### src/rtl/lif_layer.sv
// Time-multiplexed layer of leaky integrate-and-fire neurons: serial accumulate
// against a writable weight memory, then leak, threshold, refractory and optional WTA.
module lif_layer #(
  parameter int          NUM_INPUTS  = 4,
  parameter int          NUM_NEURONS = 2,
  parameter int          WEIGHT_SIZE = 8,
  parameter int          POT_SIZE    = 16,
  parameter int          THRESH      = 15,
  parameter int          RESET       = 0,
  parameter int unsigned LEAK        = 1,
  parameter int unsigned REFRAC      = 2,
  parameter int          WTA         = 0,
  localparam int NA = (NUM_NEURONS > 1) ? $clog2(NUM_NEURONS) : 1,
  localparam int IA = (NUM_INPUTS > 1) ? $clog2(NUM_INPUTS) : 1
) (
  input  logic                            clk,
  input  logic                            rst,
  input  logic [NUM_INPUTS-1:0]           spike_in,
  input  logic                            in_valid,
  output logic                            in_ready,
  input  logic                            state_clr,
  input  logic                            w_en,
  input  logic [NA-1:0]                   w_neuron,
  input  logic [IA-1:0]                   w_input,
  input  logic [WEIGHT_SIZE-1:0]          w_data,
  output logic [NUM_NEURONS-1:0]          spike_out,
  output logic                            out_valid,
  output logic [1:0]                      dbg_state_o,
  output logic [NUM_NEURONS*POT_SIZE-1:0] dbg_pot_o
);

  localparam int RW = (REFRAC > 0) ? $clog2(REFRAC + 1) : 1;
  localparam int XW = ((POT_SIZE > 32) ? POT_SIZE : 32) + 2;

  localparam logic signed [POT_SIZE-1:0] RESET_P  = POT_SIZE'(RESET);
  localparam logic signed [XW-1:0]       RESET_X  = XW'(RESET);
  localparam logic signed [XW-1:0]       THRESH_X = XW'(THRESH);
  localparam logic signed [XW-1:0]       LEAK_X   = XW'(LEAK);
  localparam logic [RW-1:0]              REFRAC_R = RW'(REFRAC);
  localparam logic [IA-1:0]              LAST_IDX = IA'(NUM_INPUTS - 1);

  typedef enum logic [1:0] {
    S_IDLE   = 2'd0,
    S_ACCUM  = 2'd1,
    S_UPDATE = 2'd2,
    S_OUT    = 2'd3
  } state_t;

  state_t state_q, state_d;

  logic [NUM_INPUTS-1:0]         spk_q;
  logic [IA-1:0]                 idx_q;
  logic [NUM_NEURONS-1:0]        spike_q, spike_d;
  logic signed [WEIGHT_SIZE-1:0] w_q    [NUM_NEURONS][NUM_INPUTS];
  logic signed [POT_SIZE-1:0]    pot_q  [NUM_NEURONS];
  logic signed [POT_SIZE-1:0]    pot_d  [NUM_NEURONS];
  logic signed [POT_SIZE-1:0]    leak_v [NUM_NEURONS];
  logic [RW-1:0]                 ref_q  [NUM_NEURONS];
  logic [RW-1:0]                 ref_d  [NUM_NEURONS];
  logic [NUM_NEURONS-1:0]        cand;
  logic [NUM_NEURONS-1:0]        fire;
  logic                          w_in_range;

  // Adds a sign-extended weight; clamps to the potential range on overflow.
  function automatic logic signed [POT_SIZE-1:0] sat_add(
    input logic signed [POT_SIZE-1:0]    p,
    input logic signed [WEIGHT_SIZE-1:0] w
  );
    logic signed [POT_SIZE:0] s;
    s = $signed({p[POT_SIZE-1], p}) +
        $signed({{(POT_SIZE + 1 - WEIGHT_SIZE){w[WEIGHT_SIZE-1]}}, w});
    if (s[POT_SIZE] != s[POT_SIZE-1])
      return s[POT_SIZE] ? {1'b1, {(POT_SIZE-1){1'b0}}} : {1'b0, {(POT_SIZE-1){1'b1}}};
    return s[POT_SIZE-1:0];
  endfunction

  function automatic logic signed [POT_SIZE-1:0] leak_toward_reset(
    input logic signed [POT_SIZE-1:0] p
  );
    logic signed [XW-1:0] x;
    logic signed [XW-1:0] t;
    x = {{(XW - POT_SIZE){p[POT_SIZE-1]}}, p};
    t = x;
    if (x > RESET_X) begin
      t = x - LEAK_X;
      if (t < RESET_X) t = RESET_X;
    end else if (x < RESET_X) begin
      t = x + LEAK_X;
      if (t > RESET_X) t = RESET_X;
    end
    return t[POT_SIZE-1:0];
  endfunction

  function automatic logic at_threshold(input logic signed [POT_SIZE-1:0] p);
    logic signed [XW-1:0] x;
    x = {{(XW - POT_SIZE){p[POT_SIZE-1]}}, p};
    return x >= THRESH_X;
  endfunction

  assign w_in_range  = (32'(w_neuron) < NUM_NEURONS) && (32'(w_input) < NUM_INPUTS);
  assign spike_out   = spike_q;
  assign dbg_state_o = state_q;

  always_comb begin
    dbg_pot_o = '0;
    for (int n = 0; n < NUM_NEURONS; n++) dbg_pot_o[n*POT_SIZE +: POT_SIZE] = pot_q[n];
  end

  always_ff @(posedge clk or negedge rst) begin
    if (!rst) state_q <= S_IDLE;
    else      state_q <= state_d;
  end

  // Handshake: a timestep is accepted on a rising edge where in_valid && in_ready;
  // in_ready is high only in IDLE, out_valid pulses for one cycle with spike_out stable.
  always_comb begin
    state_d   = state_q;
    in_ready  = 1'b0;
    out_valid = 1'b0;
    case (state_q)
      S_IDLE: begin
        in_ready = 1'b1;
        if (in_valid) state_d = S_ACCUM;
      end
      S_ACCUM:  if (idx_q == LAST_IDX) state_d = S_UPDATE;
      S_UPDATE: state_d = S_OUT;
      S_OUT: begin
        out_valid = 1'b1;
        state_d   = S_IDLE;
      end
      default:  state_d = S_IDLE;
    endcase
  end

  always_comb begin
    spike_d = spike_q;
    cand    = '0;
    for (int n = 0; n < NUM_NEURONS; n++) begin
      pot_d[n]  = pot_q[n];
      ref_d[n]  = ref_q[n];
      leak_v[n] = leak_toward_reset(pot_q[n]);
      cand[n]   = (ref_q[n] == '0) && at_threshold(leak_v[n]);
    end
    // With WTA only the lowest-index candidate survives (isolate lowest set bit).
    fire = (WTA != 0) ? (cand & (~cand + NUM_NEURONS'(1))) : cand;

    case (state_q)
      S_IDLE: begin
        if (state_clr) begin
          for (int n = 0; n < NUM_NEURONS; n++) begin
            pot_d[n] = RESET_P;
            ref_d[n] = '0;
          end
        end
      end
      S_ACCUM: begin
        for (int n = 0; n < NUM_NEURONS; n++)
          if ((ref_q[n] == '0) && spk_q[idx_q]) pot_d[n] = sat_add(pot_q[n], w_q[n][idx_q]);
      end
      S_UPDATE: begin
        spike_d = fire;
        for (int n = 0; n < NUM_NEURONS; n++) begin
          if (ref_q[n] != '0) begin
            ref_d[n] = ref_q[n] - 1'b1;
            pot_d[n] = RESET_P;
          end else if (fire[n]) begin
            ref_d[n] = REFRAC_R;
            pot_d[n] = RESET_P;
          end else if ((WTA != 0) && (cand != '0)) begin
            pot_d[n] = RESET_P;
          end else begin
            pot_d[n] = leak_v[n];
          end
        end
      end
      default: ;
    endcase
  end

  always_ff @(posedge clk or negedge rst) begin
    if (!rst) begin
      spk_q   <= '0;
      idx_q   <= '0;
      spike_q <= '0;
      for (int n = 0; n < NUM_NEURONS; n++) begin
        pot_q[n] <= RESET_P;
        ref_q[n] <= '0;
        for (int i = 0; i < NUM_INPUTS; i++) w_q[n][i] <= '0;
      end
    end else begin
      spike_q <= spike_d;
      for (int n = 0; n < NUM_NEURONS; n++) begin
        pot_q[n] <= pot_d[n];
        ref_q[n] <= ref_d[n];
      end
      if (state_q == S_IDLE) begin
        if (in_valid) begin
          spk_q <= spike_in;
          idx_q <= '0;
        end
        // A write on the accept edge lands before the first ACCUM read.
        if (w_en && w_in_range) w_q[w_neuron][w_input] <= w_data;
      end else if (state_q == S_ACCUM) begin
        idx_q <= idx_q + 1'b1;
      end
    end
  end

endmodule

### config.mk
export PLATFORM = sky130hd
export DESIGN_NAME = lif_layer
export DESIGN_NICKNAME = d
export VERILOG_FILES = /design/src/rtl/lif_layer.sv
export SDC_FILE = /design/constraint.sdc
export NUM_CORES = 1
export LEC_CHECK = 0
export BUFFER_PORTS_ARGS = -buffer_cell sky130_fd_sc_hd__buf_2
export CAP_MARGIN = 20
export CORE_UTILIZATION = 30
export CTS_BUF_LIST = sky130_fd_sc_hd__clkbuf_2 sky130_fd_sc_hd__clkbuf_4 sky130_fd_sc_hd__clkbuf_8
export DETAILED_ROUTE_END_ITERATION = 6
export GPL_ROUTABILITY_DRIVEN = 1
export HOLD_SLACK_MARGIN = 0.02
export SLEW_MARGIN = 20
export SYNTH_ARGS = -nofsm -noshare
export SYNTH_HDL_FRONTEND = slang
export SYNTH_SLANG_ARGS = --single-unit
### constraint.sdc
create_clock -name clk -period 5.2 [get_ports clk]
set_input_delay 0.52 -clock clk [delete_from_list [all_inputs] [get_ports clk]]
set_output_delay 0.52 -clock clk [all_outputs]
set_load 0.005 [all_outputs]
## Yosys cells after proc, flatten, opt, wreduce, memory -nomap -nowiden

Cells that the tools add are included.

| storage, ports and cells | value |
|---|---|
| flip-flop bits (word level) | 110 |
| bits in latches | 0 |
| RAM bits | 0 |
| bits in read-only memories | 0 |
| bits of input ports | 20 |
| output and inout bits | 38 |
| logic and storage cells | 134 |
| memories | 0 |

| operators by class | value |
|---|---|
| $add $sub $neg | 9 |
| $mul | 0 |
| divide/modulo/power cells | 0 |
| $lt $le $gt $ge | 16 |
| equality and inequality tests | 13 |
| shift-type cells | 0 |
| mux-type cells | 55 |
| bitwise operators | 3 |
| reduce and logical (&&, ||, !) cells | 22 |

Operators by type and width:

| kind | count |
|---|---|
| $mux 16 | 20 |
| $pmux 32 s3 | 1 |
| $bwmux 64 | 1 |
| $mux 32 | 2 |
| $mux 8 | 5 |
| $add 16x2->17 const B | 2 |
| $add 16x8->17 | 2 |
| $gt 17x1->1 const B | 2 |
| $lt 17x1->1 const B | 2 |
| $sub 16x2->17 const B | 2 |
| $bmux 8 s2 | 2 |
| $demux 32 s1 | 1 |
| $ge 16x5->1 const B | 2 |
| $gt 16x1->1 const B | 2 |
| $lt 16x1->1 const B | 2 |
| $mux 2 | 9 |
| $demux 8 s2 | 1 |
| $reduce_and 3->1 | 4 |
| $ne 2x2->1 const B | 5 |
| $mux 1 | 9 |
| $pmux 2 s4 | 1 |
| $pmux 4 s2 | 1 |
| $reduce_and 2->1 | 4 |
| $reduce_bool 2->1 | 4 |
| other kinds (18) | 32 |

## Logic depth before layout (Yosys ltp)

| depth | value |
|---|---|
| depth after elaboration | 12 |
| gate-level depth with buffers | 15 |

## Least setup slack after synthesis

OpenSTA, ideal clock, no wires.

| timing path | value |
|---|---|
| path kind | register to register |
| start | reg idx_q[0] |
| end | reg pot_q, in the netlist dbg_pot_o[19] |
| library setup time | 0.134 ns |
| arrival | 3.932 ns |
| path slack | 1.135 ns |
| stages on the path, launching flop included | 16 |
| buffers on the path | 3 |
| clock period less this slack | 4.065 ns |
| cells stage by stage | dfrtp_1 buf_2 buf_1 mux4_2 ha_1 fa_1 a21o_1 a21oi_1 o21ai_0 nand3_1 nand2_1 a21oi_1 nand3_1 clkbuf_1 a22oi_1 o211ai_2 |

| on the way | value |
|---|---|
| longest elaborated chain between the ends | 12 |

Ends and longest elaborated chain:

| what | line | text |
|---|---|---|
| start, declared | 52 | `logic [IA-1:0] idx_q;` |
| start signal, assigned | 204 | `idx_q <= idx_q + 1'b1;` |
| $not 2->3 (implied by the code) | 158 | `if ((ref_q[n] == '0) && spk_q[idx_q]) pot_d[n] = sat_add(pot_q[n], w_q[n][idx_q]);` |
| $bmux 8 s2 | 158 |  |
| $mux 8 (implied by the code) (2 in series) | 158 |  |
| $add 16x8->17 | 70 | `s = $signed({p[POT_SIZE-1], p}) +` |
| $ne 1x1->1 | 72 | `if (s[POT_SIZE] != s[POT_SIZE-1])` |
| $mux 1 | 72 |  |
| $mux 1 | 158 |  |
| $mux 1 | 147 | `case (state_q)` |
| $mux 16 | 74 | `return s[POT_SIZE-1:0];` |
| $mux 16 | 158 |  |
| $pmux 32 s3 | 147 |  |
| end signal, assigned by index | 193 | `pot_q[n] <= pot_d[n];` |
| end, declared | 55 | `logic signed [POT_SIZE-1:0] pot_q [NUM_NEURONS];` |

Several ways; a longest one is shown, not always the timed one. The select of a mux whose other input is x is not followed.
A chain may end at the register's enable or synchronous reset.

## Worst setup path after layout

| timing path | value |
|---|---|
| start | reg idx_q[0] |
| end | reg pot_q, in the netlist dbg_pot_o[6] |

The elaborated chain is that of the path after synthesis.

==> results.sh <==
export IMPL_final_cell_mix="110 x dfrtp_1, 83 x nand2_1, 70 x mux2_2, 56 x buf_2, 51 x nor2_1"
export IMPL_nNetsFinal=1026
export IMPL_peakVddDrop_mv=0.222
export IMPL_required_ns=5.48
export IMPL_slowest_delay_ns=0.54
export IMPL_worstSkewPairLatency_ns=0.40
export IMPL_postSynthCellCount=942
export IMPL_worstPathBufferInverterCount=1
export IMPL_worstPathArrival_ns=4.51
export IMPL_ant_nets=0
export IMPL_seq_area_frac_synth=0.312
export IMPL_start_util=0.306
export IMPL_worst_pin_slew_ns=0.908
export IMPL_met1_length_mm=11.8
export IMPL_die_area_um2=30100
export IMPL_clkPwrFrac=0.083
export IMPL_seq_power_share=0.251
export IMPL_post_cts_buffers=0
export IMPL_cts_tree="yes"
export IMPL_finalCriticalPeriod_ns=4.23
export IMPL_initialDrtViolationCount=696
export IMPL_coreArea_um2=28800
export IMPL_crit_fanout=12
export IMPL_cp_end_kind="flop"
export IMPL_grt_total_usage=0.167
export IMPL_die_width_um=173
export IMPL_cp_top_family="compound AO/OA/AOI/OAI gates"
export IMPL_final_layout_size_suffix_gt1_frac=0.210
export IMPL_cp_cell_sequence="buf_4 > mux4_2 > ha_1 > fa_1 > a21oi_1 > a2bb2oi_1 > a31oi_1 > a41o_1 > a41oi_1 > nor2b_1 > o21ai_0 > a22oi_1 > o21ai_0"
export IMPL_globalRoute_totalOverflow=0
export IMPL_hold_viol_final=0
export IMPL_p_sw_uw=3040
export IMPL_layout_cells_non_filler=1348
export IMPL_remaining_drc_errors=0
export IMPL_final_common_cell="dfrtp_1"
export IMPL_fillCellCount=2932
export IMPL_comb_power_share=0.666
export IMPL_startpoint_type="flop"
export IMPL_avgSynthCellArea_um2=9.36
export IMPL_finalSetupViolCount=0
export IMPL_routed_wl_mm=25.0
export IMPL_cts_root_buf="clkbuf_8"
export IMPL_synth_edf_count=0
export IMPL_holdBufCountCts=0
export IMPL_num_vias=7599
export IMPL_fin_crit_sh=0.814
export IMPL_htreeDepth=3
export IMPL_grt_max_degree=78
export IMPL_cts_sinks=110
export IMPL_min_path_type="input port to async pin"
export IMPL_wl_per_cell_um=18.5
export IMPL_p_sw_frac=0.499
export IMPL_slowest_stage="mux4_2"
export IMPL_yosysUniqueCellTypes=89
export IMPL_wl_met2_mm=11.0
export IMPL_clock_skew_ns=0.0118
export IMPL_power_density_nw_per_um2=636
export IMPL_syn_to_final_growth_pct=8.69
export IMPL_synth_seq_cells=110
export IMPL_io_buffers=57
export IMPL_placed_cells=1332
export IMPL_tns_ns=0
export IMPL_async_flop_share=1.00
export IMPL_path_class="flop to flop"
export IMPL_rsz0062_at_grt="false"
export IMPL_status="completed"
export IMPL_via_per_inst=5.64
export IMPL_diodes=0
export IMPL_p_leak_uw=0.00413
export IMPL_cpMostUsedCell="o21ai_0"
export IMPL_highest_layer="met4"
export IMPL_p_int_uw=3050
export IMPL_synthFlopType="dfrtp_1"
export IMPL_max_freq_mhz=236
export IMPL_fin_hold_ws_ns=0.129
export IMPL_synth_nets=1009
export IMPL_drv_slew=0
export IMPL_gp_congestion=0.884
export IMPL_max_cap_viol_count=0
export IMPL_dieHeight_um=173
export IMPL_rows=62
export IMPL_wl_met3_mm=1.40
export IMPL_clockBufferDepth=2
export IMPL_grt_pass1_vias=7149
export IMPL_netlist_area_um2=8810
export IMPL_ctsResizeCount=0
export IMPL_ios=58
export IMPL_grt_pass1_wl_mm=40.5
export IMPL_cts_buffers=9
export IMPL_relSlewSlack=0.395
export IMPL_firstDrtPassIters=5
export IMPL_antenna_found_initial=0
export IMPL_hpwlAfterDp_mm=18.6
export IMPL_ys_warnings_count=0
export IMPL_clk_pin_slew_ns=0.11
==> per-layer routing <==
layer  up-vias  track usage
met3        50       0.0211
li1       3618            -
met2       286        0.253
met4         0       0.0675
met5         -            0
met1      3645        0.240
==> registers in the layout, indices dropped and copies added (netlist names) <==
| signal | cells |
|---|---|
| w_q | 64 |
| dbg_state_o | 2 |
| dbg_pot_o | 32 |
| spk_q | 4 |
| spike_out | 2 |
| idx_q | 2 |
| ref_q | 4 |
==> Yosys cell counts, types with 9 or more instances <==
master,count,area share
xnor2_1,28,0.028
mux2_2,70,0.089
o21ai_0,35,0.020
a21oi_1,41,0.023
and3_1,12,0.0085
inv_1,28,0.012
nand2b_1,14,0.0099
a31oi_1,13,0.0092
clkbuf_1,50,0.021
a21o_1,23,0.020
mux4_2,17,0.043
ha_1,45,0.064
o31ai_1,9,0.0077
o211ai_1,13,0.011
a211oi_1,12,0.010
nand2_1,83,0.035
or3_1,12,0.0085
xor2_1,14,0.014
nand4_1,14,0.0099
nor2_1,51,0.022
a22oi_1,10,0.0085
nor4_1,10,0.0071
nand3_1,30,0.017
nor3_1,34,0.019
dfrtp_1,110,0.31
==> stage by stage <==
step / utilization / worst slack, ns / power (uW) / instance area [um2]
after floorplan: - / 1.13 / 4560 / 8810
after global placement: 0.326 / 1.12 / 5500 / 9390
after detailed placement: 0.326 / 1.02 / 5540 / 9390
after CTS: 0.333 / 0.987 / 6060 / 9580
after global routing: 0.333 / 0.577 / 6600 / 9580
final: 0.333 / 0.969 / 6090 / 9580
==> cell type report <==
| type | count | area [um2] | share of cell area |
|---|---|---|---|
| Tap cell | 384 | 480 | 0.0502 |
| Sequential cell | 110 | 2750 | 0.287 |
| Clock buffer | 9 | 124 | 0.0129 |
| Timing Repair Buffer | 64 | 344 | 0.0359 |
| Inverter | 28 | 105 | 0.0110 |
| Clock inverter | 7 | 66.3 | 0.00692 |
| Multi-Input combinational cell | 746 | 5710 | 0.596 |
==> cells by family after synthesis <==
family,synth area share
mux,0.139
simple gates,0.180
fa+ha+maj,0.0707
flops,0.312
buf+inv,0.0402
xor+xnor,0.0417
compound gates,0.217
==> final timing paths <==
check / cells after the start / startpoint / slack, ns / end
max in group asynchronous: 2 / rst / 4.09 / dbg_pot_o[23]$_DFFE_PN0P_
max reg2reg: 13 / idx_q[0]$_DFFE_PN0P_ / 0.97 / dbg_pot_o[6]$_DFFE_PN0P_
max: 13 / idx_q[0]$_DFFE_PN0P_ / 0.97 / dbg_pot_o[6]$_DFFE_PN0P_
min in group clk: 2 / spike_in[1] / 0.34 / spk_q[1]$_DFFE_PN0P_
min: 1 / rst / 0.13 / dbg_pot_o[25]$_DFFE_PN0P_
min reg2reg: 1 / spike_out[0]$_DFFE_PN0P_ / 0.50 / spike_out[0]$_DFFE_PN0P_
==> power by group through the flow <==
stage / combinational (uW) / sequential, uW / clock, uW
4_1_cts: 4020 / 1520 / 521
5_1_grt: 4470 / 1570 / 554
6_report: 4060 / 1530 / 508
2_1_floorplan: 3210 / 1350 / 0
3_3_place_gp: 3960 / 1530 / 0
3_5_place_dp: 4010 / 1540 / 0
Note: power is estimated with default switching activity, not from simulation.
